`config.mk`:
```
export PLATFORM = sky130hd
export DESIGN_NAME = uart_axis_bridge
export DESIGN_NICKNAME = d
export VERILOG_FILES = /design/src/rtl/uart_axis_bridge.sv
export SDC_FILE = /design/constraint.sdc
export NUM_CORES = 1
export LEC_CHECK = 0
export CAP_MARGIN = 15
export CORE_MARGIN = 2
export CORE_UTILIZATION = 40
export DETAILED_ROUTE_END_ITERATION = 10
export PLACE_DENSITY_LB_ADDON = 0.08
export SKIP_LAST_GASP = 1
export SLEW_MARGIN = 20
export SYNTH_ARGS = -nofsm -noshare
export SYNTH_HDL_FRONTEND = slang
export SYNTH_SLANG_ARGS = --single-unit
export TNS_END_PERCENT = 1
```
`constraint.sdc`:
```
create_clock -name clk -period 8.74 [get_ports clk]
set_input_delay 1.748 -clock clk [delete_from_list [all_inputs] [get_ports clk]]
set_output_delay 1.748 -clock clk [all_outputs]
set_load 0.03 [all_outputs]
```
`src/rtl/uart_axis_bridge.sv`:
```
// UART (8N1) to AXI-Stream bridge: RX bytes land in a small FIFO feeding m_axis,
// s_axis bytes are serialised onto uart_tx_o. RX and TX run independently.
module uart_axis_bridge #(
  parameter int CLK_FREQ_HZ = 100_000_000,
  parameter int BAUD_RATE   = 115200,
  parameter int FIFO_DEPTH  = 16
) (
  input  logic       clk,
  input  logic       rst,
  input  logic       uart_rx_i,
  output logic       uart_tx_o,
  output logic [7:0] m_axis_tdata,
  output logic       m_axis_tvalid,
  input  logic       m_axis_tready,
  output logic       m_axis_tlast,
  input  logic [7:0] s_axis_tdata,
  input  logic       s_axis_tvalid,
  output logic       s_axis_tready,
  input  logic       s_axis_tlast,
  output logic       rx_frame_err_o,
  output logic       rx_overrun_o,
  output logic       tx_busy_o
);

  // Handshakes: a beat transfers on a rising edge where valid && ready are both high;
  // the head byte and valid stay stable while valid is high and ready is low.

  localparam int BIT_CYCLES = CLK_FREQ_HZ / BAUD_RATE;
  localparam int CNT_W      = $clog2(BIT_CYCLES) + 1;
  localparam int PTR_W      = $clog2(FIFO_DEPTH);
  localparam logic [CNT_W-1:0] BIT_FULL = CNT_W'(BIT_CYCLES);
  localparam logic [CNT_W-1:0] BIT_HALF = CNT_W'(BIT_CYCLES / 2);
  localparam logic [PTR_W:0]   DEPTH_C  = (PTR_W + 1)'(FIFO_DEPTH);

  typedef enum logic [1:0] {RX_IDLE, RX_START, RX_DATA, RX_STOP} rx_state_e;
  typedef enum logic [1:0] {TX_IDLE, TX_START, TX_DATA, TX_STOP} tx_state_e;

  logic unused_tlast;
  assign unused_tlast = s_axis_tlast;
  assign m_axis_tlast = 1'b0;

  // ---------------- RX path ----------------
  logic             rx_meta_q, rx_sync_q, rx_prev_q;
  rx_state_e        rx_state_q, rx_state_d;
  logic [CNT_W-1:0] rx_cnt_q, rx_cnt_d;
  logic [2:0]       rx_idx_q, rx_idx_d;
  logic [7:0]       rx_shift_q, rx_shift_d;
  logic             ferr_q, ferr_d, ovr_q, ovr_d;
  logic             rx_push, fifo_pop, fifo_full;

  logic [7:0]       fifo_mem_q [FIFO_DEPTH];
  logic [PTR_W-1:0] wr_ptr_q, wr_ptr_d, rd_ptr_q, rd_ptr_d;
  logic [PTR_W:0]   count_q, count_d;

  assign m_axis_tvalid  = (count_q != '0);
  assign m_axis_tdata   = fifo_mem_q[rd_ptr_q];
  assign fifo_pop       = m_axis_tvalid && m_axis_tready;
  assign fifo_full      = (count_q == DEPTH_C);
  assign rx_frame_err_o = ferr_q;
  assign rx_overrun_o   = ovr_q;

  always_comb begin
    rx_state_d = rx_state_q;
    rx_cnt_d   = rx_cnt_q;
    rx_idx_d   = rx_idx_q;
    rx_shift_d = rx_shift_q;
    rx_push    = 1'b0;
    ferr_d     = 1'b0;
    ovr_d      = 1'b0;
    unique case (rx_state_q)
      RX_IDLE: begin
        if (rx_prev_q && !rx_sync_q) begin
          rx_state_d = RX_START;
          rx_cnt_d   = BIT_HALF;
        end
      end
      RX_START: begin
        if (rx_cnt_q == CNT_W'(1)) begin
          // A line already back high at mid-start is a glitch, not a frame.
          rx_state_d = rx_sync_q ? RX_IDLE : RX_DATA;
          rx_cnt_d   = BIT_FULL;
          rx_idx_d   = 3'd0;
        end else begin
          rx_cnt_d = rx_cnt_q - CNT_W'(1);
        end
      end
      RX_DATA: begin
        if (rx_cnt_q == CNT_W'(1)) begin
          rx_shift_d = {rx_sync_q, rx_shift_q[7:1]};
          rx_cnt_d   = BIT_FULL;
          rx_idx_d   = rx_idx_q + 3'd1;
          if (rx_idx_q == 3'd7) rx_state_d = RX_STOP;
        end else begin
          rx_cnt_d = rx_cnt_q - CNT_W'(1);
        end
      end
      RX_STOP: begin
        if (rx_cnt_q == CNT_W'(1)) begin
          rx_state_d = RX_IDLE;
          if (!rx_sync_q)                  ferr_d  = 1'b1;
          else if (fifo_full && !fifo_pop) ovr_d   = 1'b1;
          else                             rx_push = 1'b1;
        end else begin
          rx_cnt_d = rx_cnt_q - CNT_W'(1);
        end
      end
      default: rx_state_d = RX_IDLE;
    endcase
  end

  always_comb begin
    wr_ptr_d = rx_push  ? wr_ptr_q + PTR_W'(1) : wr_ptr_q;
    rd_ptr_d = fifo_pop ? rd_ptr_q + PTR_W'(1) : rd_ptr_q;
    count_d  = count_q;
    if (rx_push && !fifo_pop)      count_d = count_q + (PTR_W + 1)'(1);
    else if (!rx_push && fifo_pop) count_d = count_q - (PTR_W + 1)'(1);
  end

  always_ff @(posedge clk or posedge rst) begin
    if (rst) begin
      rx_meta_q  <= 1'b1;
      rx_sync_q  <= 1'b1;
      rx_prev_q  <= 1'b1;
      rx_state_q <= RX_IDLE;
      rx_cnt_q   <= '0;
      rx_idx_q   <= '0;
      rx_shift_q <= '0;
      ferr_q     <= 1'b0;
      ovr_q      <= 1'b0;
      wr_ptr_q   <= '0;
      rd_ptr_q   <= '0;
      count_q    <= '0;
      for (int i = 0; i < FIFO_DEPTH; i++) fifo_mem_q[i] <= '0;
    end else begin
      rx_meta_q  <= uart_rx_i;
      rx_sync_q  <= rx_meta_q;
      rx_prev_q  <= rx_sync_q;
      rx_state_q <= rx_state_d;
      rx_cnt_q   <= rx_cnt_d;
      rx_idx_q   <= rx_idx_d;
      rx_shift_q <= rx_shift_d;
      ferr_q     <= ferr_d;
      ovr_q      <= ovr_d;
      wr_ptr_q   <= wr_ptr_d;
      rd_ptr_q   <= rd_ptr_d;
      count_q    <= count_d;
      if (rx_push) fifo_mem_q[wr_ptr_q] <= rx_shift_q;
    end
  end

  // ---------------- TX path ----------------
  tx_state_e        tx_state_q, tx_state_d;
  logic [CNT_W-1:0] tx_cnt_q, tx_cnt_d;
  logic [2:0]       tx_idx_q, tx_idx_d;
  logic [7:0]       tx_shift_q, tx_shift_d;
  logic             tx_line_q, tx_line_d;
  logic             tx_rdy_q, tx_rdy_d;
  logic             tx_busy_q, tx_busy_d;

  assign uart_tx_o     = tx_line_q;
  assign s_axis_tready = tx_rdy_q;
  assign tx_busy_o     = tx_busy_q;

  always_comb begin
    tx_state_d = tx_state_q;
    tx_cnt_d   = tx_cnt_q;
    tx_idx_d   = tx_idx_q;
    tx_shift_d = tx_shift_q;
    tx_line_d  = tx_line_q;
    unique case (tx_state_q)
      TX_IDLE: begin
        tx_line_d = 1'b1;
        if (s_axis_tvalid && tx_rdy_q) begin
          tx_state_d = TX_START;
          tx_shift_d = s_axis_tdata;
          tx_cnt_d   = BIT_FULL;
          tx_line_d  = 1'b0;
        end
      end
      TX_START: begin
        if (tx_cnt_q == CNT_W'(1)) begin
          tx_state_d = TX_DATA;
          tx_cnt_d   = BIT_FULL;
          tx_idx_d   = 3'd0;
          tx_line_d  = tx_shift_q[0];
        end else begin
          tx_cnt_d = tx_cnt_q - CNT_W'(1);
        end
      end
      TX_DATA: begin
        if (tx_cnt_q == CNT_W'(1)) begin
          tx_cnt_d = BIT_FULL;
          if (tx_idx_q == 3'd7) begin
            tx_state_d = TX_STOP;
            tx_line_d  = 1'b1;
          end else begin
            tx_idx_d   = tx_idx_q + 3'd1;
            tx_shift_d = {1'b0, tx_shift_q[7:1]};
            tx_line_d  = tx_shift_q[1];
          end
        end else begin
          tx_cnt_d = tx_cnt_q - CNT_W'(1);
        end
      end
      TX_STOP: begin
        if (tx_cnt_q == CNT_W'(1)) tx_state_d = TX_IDLE;
        else                       tx_cnt_d   = tx_cnt_q - CNT_W'(1);
      end
      default: tx_state_d = TX_IDLE;
    endcase
    // Ready/busy are registered from the next state so reset holds ready low.
    tx_rdy_d  = (tx_state_d == TX_IDLE);
    tx_busy_d = (tx_state_d != TX_IDLE);
  end

  always_ff @(posedge clk or posedge rst) begin
    if (rst) begin
      tx_state_q <= TX_IDLE;
      tx_cnt_q   <= '0;
      tx_idx_q   <= '0;
      tx_shift_q <= '0;
      tx_line_q  <= 1'b1;
      tx_rdy_q   <= 1'b0;
      tx_busy_q  <= 1'b0;
    end else begin
      tx_state_q <= tx_state_d;
      tx_cnt_q   <= tx_cnt_d;
      tx_idx_q   <= tx_idx_d;
      tx_shift_q <= tx_shift_d;
      tx_line_q  <= tx_line_d;
      tx_rdy_q   <= tx_rdy_d;
      tx_busy_q  <= tx_busy_d;
    end
  end

endmodule
```
# Yosys cells after proc, flatten, opt, wreduce, memory -nomap -nowiden
# Cells that the tools add are included.
[word_totals]
ff_bits = 197
in_bits = 14
output_inout_bits = 15
wordCells = 156
[op_classes]
addsub = 8
n_lt_le_gt_ge = 3
n_eq_ne = 22
muxes = 56
bitwise = 2
reduce_logical = 30
[op_table]
columns = ["cell", "n"]
rows = [
  ["$bwmux W128", 1],
  ["$mux W11", 6],
  ["$pmux W11 S3", 2],
  ["$mux W8", 6],
  ["$bmux W8 S4", 1],
  ["$demux W8 S4", 1],
  ["$eq A11 B1 Y1 const B", 2],
  ["$mux W2", 11],
  ["$ne A2 B2 Y1 const B", 11],
  ["$sub A11 B1 Y11 const B", 2],
  ["$pmux W2 S4", 2],
  ["$pmux W8 S2", 1],
  ["$mux W1", 15],
  ["$mux W3", 5],
  ["$pmux W3 S2", 2],
  ["$ge A5 B5 Y1 const B", 2],
  ["$mux W5", 2],
  ["$not A4 Y5", 2],
  ["$reduce_bool A2 Y1", 5],
  ["$add A4 B1 Y4 const B", 2],
  ["$eq A2 B2 Y1 const B", 4],
  ["$reduce_and A4 Y1", 2],
  ["$logic_and A1 B1 Y1", 7],
  ["$add A3 B1 Y3 const B", 2],
  ["15 further kinds", 25],
]

# Logic depth before layout (Yosys ltp)
[logic_depth]
depth_word = 12
ltp_mapped = 13
depth_no_buf = 12

# Least setup slack after synthesis
# OpenSTA, ideal clock, no wires.
[synth_path]
kind = "flip-flop to output port"
start = "register rd_ptr_q[0]"
end = "output port m_axis_tdata[0]"
arrival_time_ns = 2.337
required_time_ns = 6.992
path_slack_ns = 4.655
stages_incl_launch_ff = 5
n_path_buf = 2
cell_sequence = "dfrtp_1 > clkbuf_1 > buf_1 > mux4_2 > mux4_2"
[synth_via]
elab_chain_cells = 4
[synth_rtl]
columns = ["item", "line", "rtl"]
rows = [
  ["from (decl)", "52", "logic [PTR_W-1:0] wr_ptr_q, wr_ptr_d, rd_ptr_q, rd_ptr_d;"],
  ["from (signal assigned)", "145", "rd_ptr_q <= rd_ptr_d;"],
  ["$not A4 Y5 (implied by the code)", "56", "assign m_axis_tdata = fifo_mem_q[rd_ptr_q];"],
  ["$bmux W8 S4", "56", ""],
  ["$mux W8 (implied by the code) (2 in series)", "56", ""],
  ["to (decl)", "12", "output logic [7:0] m_axis_tdata,"],
]
# No other way between the ends. The select of a mux whose other input is x is not followed.

# Final worst setup path
[layout_path]
start = "register rd_ptr_q[0]"
end = "output port m_axis_tdata[5]"
# The elaborated chain is that of the path after synthesis.

==> impl_metrics.ini <==
[sta]
relSlewSlack_pct = 30.07
setup_viol = 0
finalHoldViolations = 0
finalClockSkew_ns = 0.01859
fmax_ghz = 0.2053
min_period_ns = 4.870
fin_crit_sh_pct = 55.72
tns_ns = 0
rsz0062_at_grt = false
tightest_slew_ns = 1.034
final_max_slew_viol_count = 0
timing.hold.ws_ns = 0.3622

[cts]
h-tree-depth = 4
postCtsSetupRepairBufs = 0
cts_tree = built
numCtsBuffers = 17
cts-root-buf = clkbuf_16
cts_hold_buf = 0
cts-resized-gates = 0
cts.sinks = 197
clk_latency_ns = 0.44
path_clk_slew_ns = 0.08
cts.path.max_buffers = 2

[synth]
synth_nets = 775
synthArstFlopShare_pct = 100.0
synthTopCellsByArea = dfrtp_1 (49%), mux2_2 (16%), mux4_2 (9.1%), ha_1 (3.3%), nand4_4 (2.1%)
ys_ff_latch = 197
synth_warnings = 0
netlist_instances = 734
syn_avg_cell_area_um2 = 13.54
synth_ff_type = dfrtp_1
ys_types = 71
synth_seq_area_share_pct = 49.66
syn-cell-area_um2 = 9937
netlist.top_cell.by_area = dfrtp_1
synth_edf_count = 0
yosys.area.top_type_share_pct = 48.60

[routing]
vias = 6183
via_per_inst = 5.730
antenna_left = 0
drc = 0
wirelength_mm = 22.04
routedWlPerCell_um = 20.42
first_pass_iters = 5
drt-initial-drc-count = 403

[placement]
dpl.cell_count = 1047
portBuffers = 26
hpwl_mm = 14.20
gp_congestion = 0.8004

[critical_path]
required_ns = 6.99
r2r.worst_path.cells = 13
regToRegSetupSlack_ns = 5.01
reg2reg_to = count_q[4]$_DFFE_PP0P_
worstSetupPathType = reg2out
reg2reg_from = rx_cnt_q[1]$_DFFE_PP0P_
crit_path_end_kind = primary output
crit_arrival_ns = 3.12
crit_fanout = 35
startpoint_type = flop

[run_status]
outcome = completed

[global_routing]
grt_first_pass_wirelength_mm = 36.03
first_global_vias = 6436
grt_overflow = 0
antenna_found_initial = 0
grt_start_max_net_pins = 111
track_usage_pct = 17.77

[pwr]
ir_drop_mv = 0.1950
p_leak_uw = 0.005180
p_per_area_nw_per_um2 = 250.4
finalPower_uw = 2782

[floorplanning]
die-height_um = 161.6
io_pins = 29
core_um2 = 24320
start_util_pct = 40.86
die_area_um2 = 26120
die_w_um = 161.6
rows = 57

[layout]
fin_nets = 783
nFillCells = 2130
areaGrowthSynthToFinish_pct = 11.80
fin_cells = 1079
num_antenna_cells = 0
utilization_pct = 45.68
drive_above_1_share_pct = 34.04

[hold_path]
hold_end = rx_sync_q$_DFF_PP1_
hold_class = reg2reg
holdPathStages = 0
worstHoldStart = rx_meta_q$_DFF_PP1_

[flow_run]
cap_violations = 0
[cell families (layout without fill, tap and decap cells)]
kind of cell,Yosys count,in the layout,synth area share [%]
AND/OR/NAND/NOR,143,143,9.909
XOR/XNOR,10,10,0.8815
adder cells (fa/ha/maj),27,27,3.475
flip-flops,197,197,49.66
multiplexers,183,183,25.23
other,1,1,0.03774
buffers and inverters,65,86,2.808
AO/OA/AOI/OAI,108,108,7.996
[layout by cell type, fill, tap and decap left out, drive strengths merged, types with 4 or more instances in the layout]
cell | synthesis | final
a21o | 4 | 4
a21oi | 18 | 18
a22oi | 9 | 9
a31oi | 6 | 6
buf | 14 | 6
clkbuf | 29 | 17
clkdlybuf4s50 | 0 | 26
clkinv | 0 | 7
dfrtp | 193 | 193
dfstp | 4 | 4
ha | 26 | 26
inv | 22 | 29
mux2 | 140 | 140
mux4 | 40 | 40
nand2 | 26 | 26
nand3 | 14 | 14
nand4 | 24 | 24
nor2 | 20 | 20
nor2b | 5 | 5
nor3 | 12 | 12
nor4 | 9 | 9
o211ai | 11 | 11
o21ai | 14 | 14
o22a | 6 | 6
or2 | 5 | 5
or3 | 6 | 6
or4 | 6 | 6
xnor2 | 8 | 8
[power by group]
group / switching [uW] / internal (uW) / total [uW]
clock network: 404 / 418 / 822
logic: 469 / 352 / 821
registers: 128 / 1010 / 1140
total: 1000 / 1780 / 2780
[Yosys cell counts, types with 4 or more instances]
cell,instances
or4_1,6
a22oi_1,9
o22a_1,6
mux2_2,140
inv_1,22
nor3_1,11
nor4_1,8
a31oi_1,6
dfstp_2,4
mux4_2,40
xnor2_1,8
nand2_1,25
nor2b_1,5
o211ai_1,11
o21ai_0,12
nand4_4,10
nand4_2,6
clkbuf_1,28
a21oi_1,18
dfrtp_1,193
nor2_1,20
nand3_1,14
nand4_1,8
buf_1,8
or3_1,6
ha_1,26
or2_2,5
a21o_1,4
[worst max-delay path by stage]
stage	startpoint	slack, ns	end
after floorplan	rst	1.63	async pin
after global placement	m_axis_tready	3.81	count_q[4]$_DFFE_PP0P_
after detailed placement	m_axis_tready	3.71	count_q[4]$_DFFE_PP0P_
after CTS	rd_ptr_q[0]$_DFFE_PP0P_	3.78	m_axis_tdata[5]
after global routing	rd_ptr_q[0]$_DFFE_PP0P_	3.72	m_axis_tdata[5]
final	rd_ptr_q[0]$_DFFE_PP0P_	3.87	m_axis_tdata[5]
[metrics by stage]
stage	worst slack [ns]	cell area (um2)
finish	3.870	11110
global route	3.724	11110
CTS	3.784	11110
detailed placement	3.713	10480
global placement	3.811	10470
floorplan	1.630	9937
[layer usage]
metal	wire length (um)	vias to the layer above	global-route usage, %
li1	-	2813	-
met1	10260	3254	24.20
met2	11020	101	29.88
met3	522	15	2.799
met4	232	0	4.545
met5	0	-	0
[registers in the layout, summed over array words and instances (netlist names), 4 cells and up, named ones only]
| register | flops |
|---|---|
| tx_cnt_q | 11 |
| rx_cnt_q | 11 |
| fifo_mem_q | 128 |
| rx_shift_q | 8 |
| tx_shift_q | 8 |
| rd_ptr_q | 4 |
| wr_ptr_q | 4 |
| count_q | 5 |
[final cells by class]
class	instances	area, um2	area share, %
Clock buffer	17	425.4	3.829
Clock inverter	15	200.2	1.802
Inverter	22	90.09	0.8109
Multi-Input combinational cell	472	4743	42.70
Sequential cell	197	4936	44.43
Tap cell	324	405.4	3.649
Timing Repair Buffer	32	309.0	2.782
[worst max-delay path, cell delays in order, from the launching register on]
cell	delay, ns
dfrtp_2	0.34
buf_4	0.55
mux4_2	0.60
mux4_2	0.53
clkdlybuf4s50_1	0.62
Note: power is estimated with default switching activity, not from simulation.
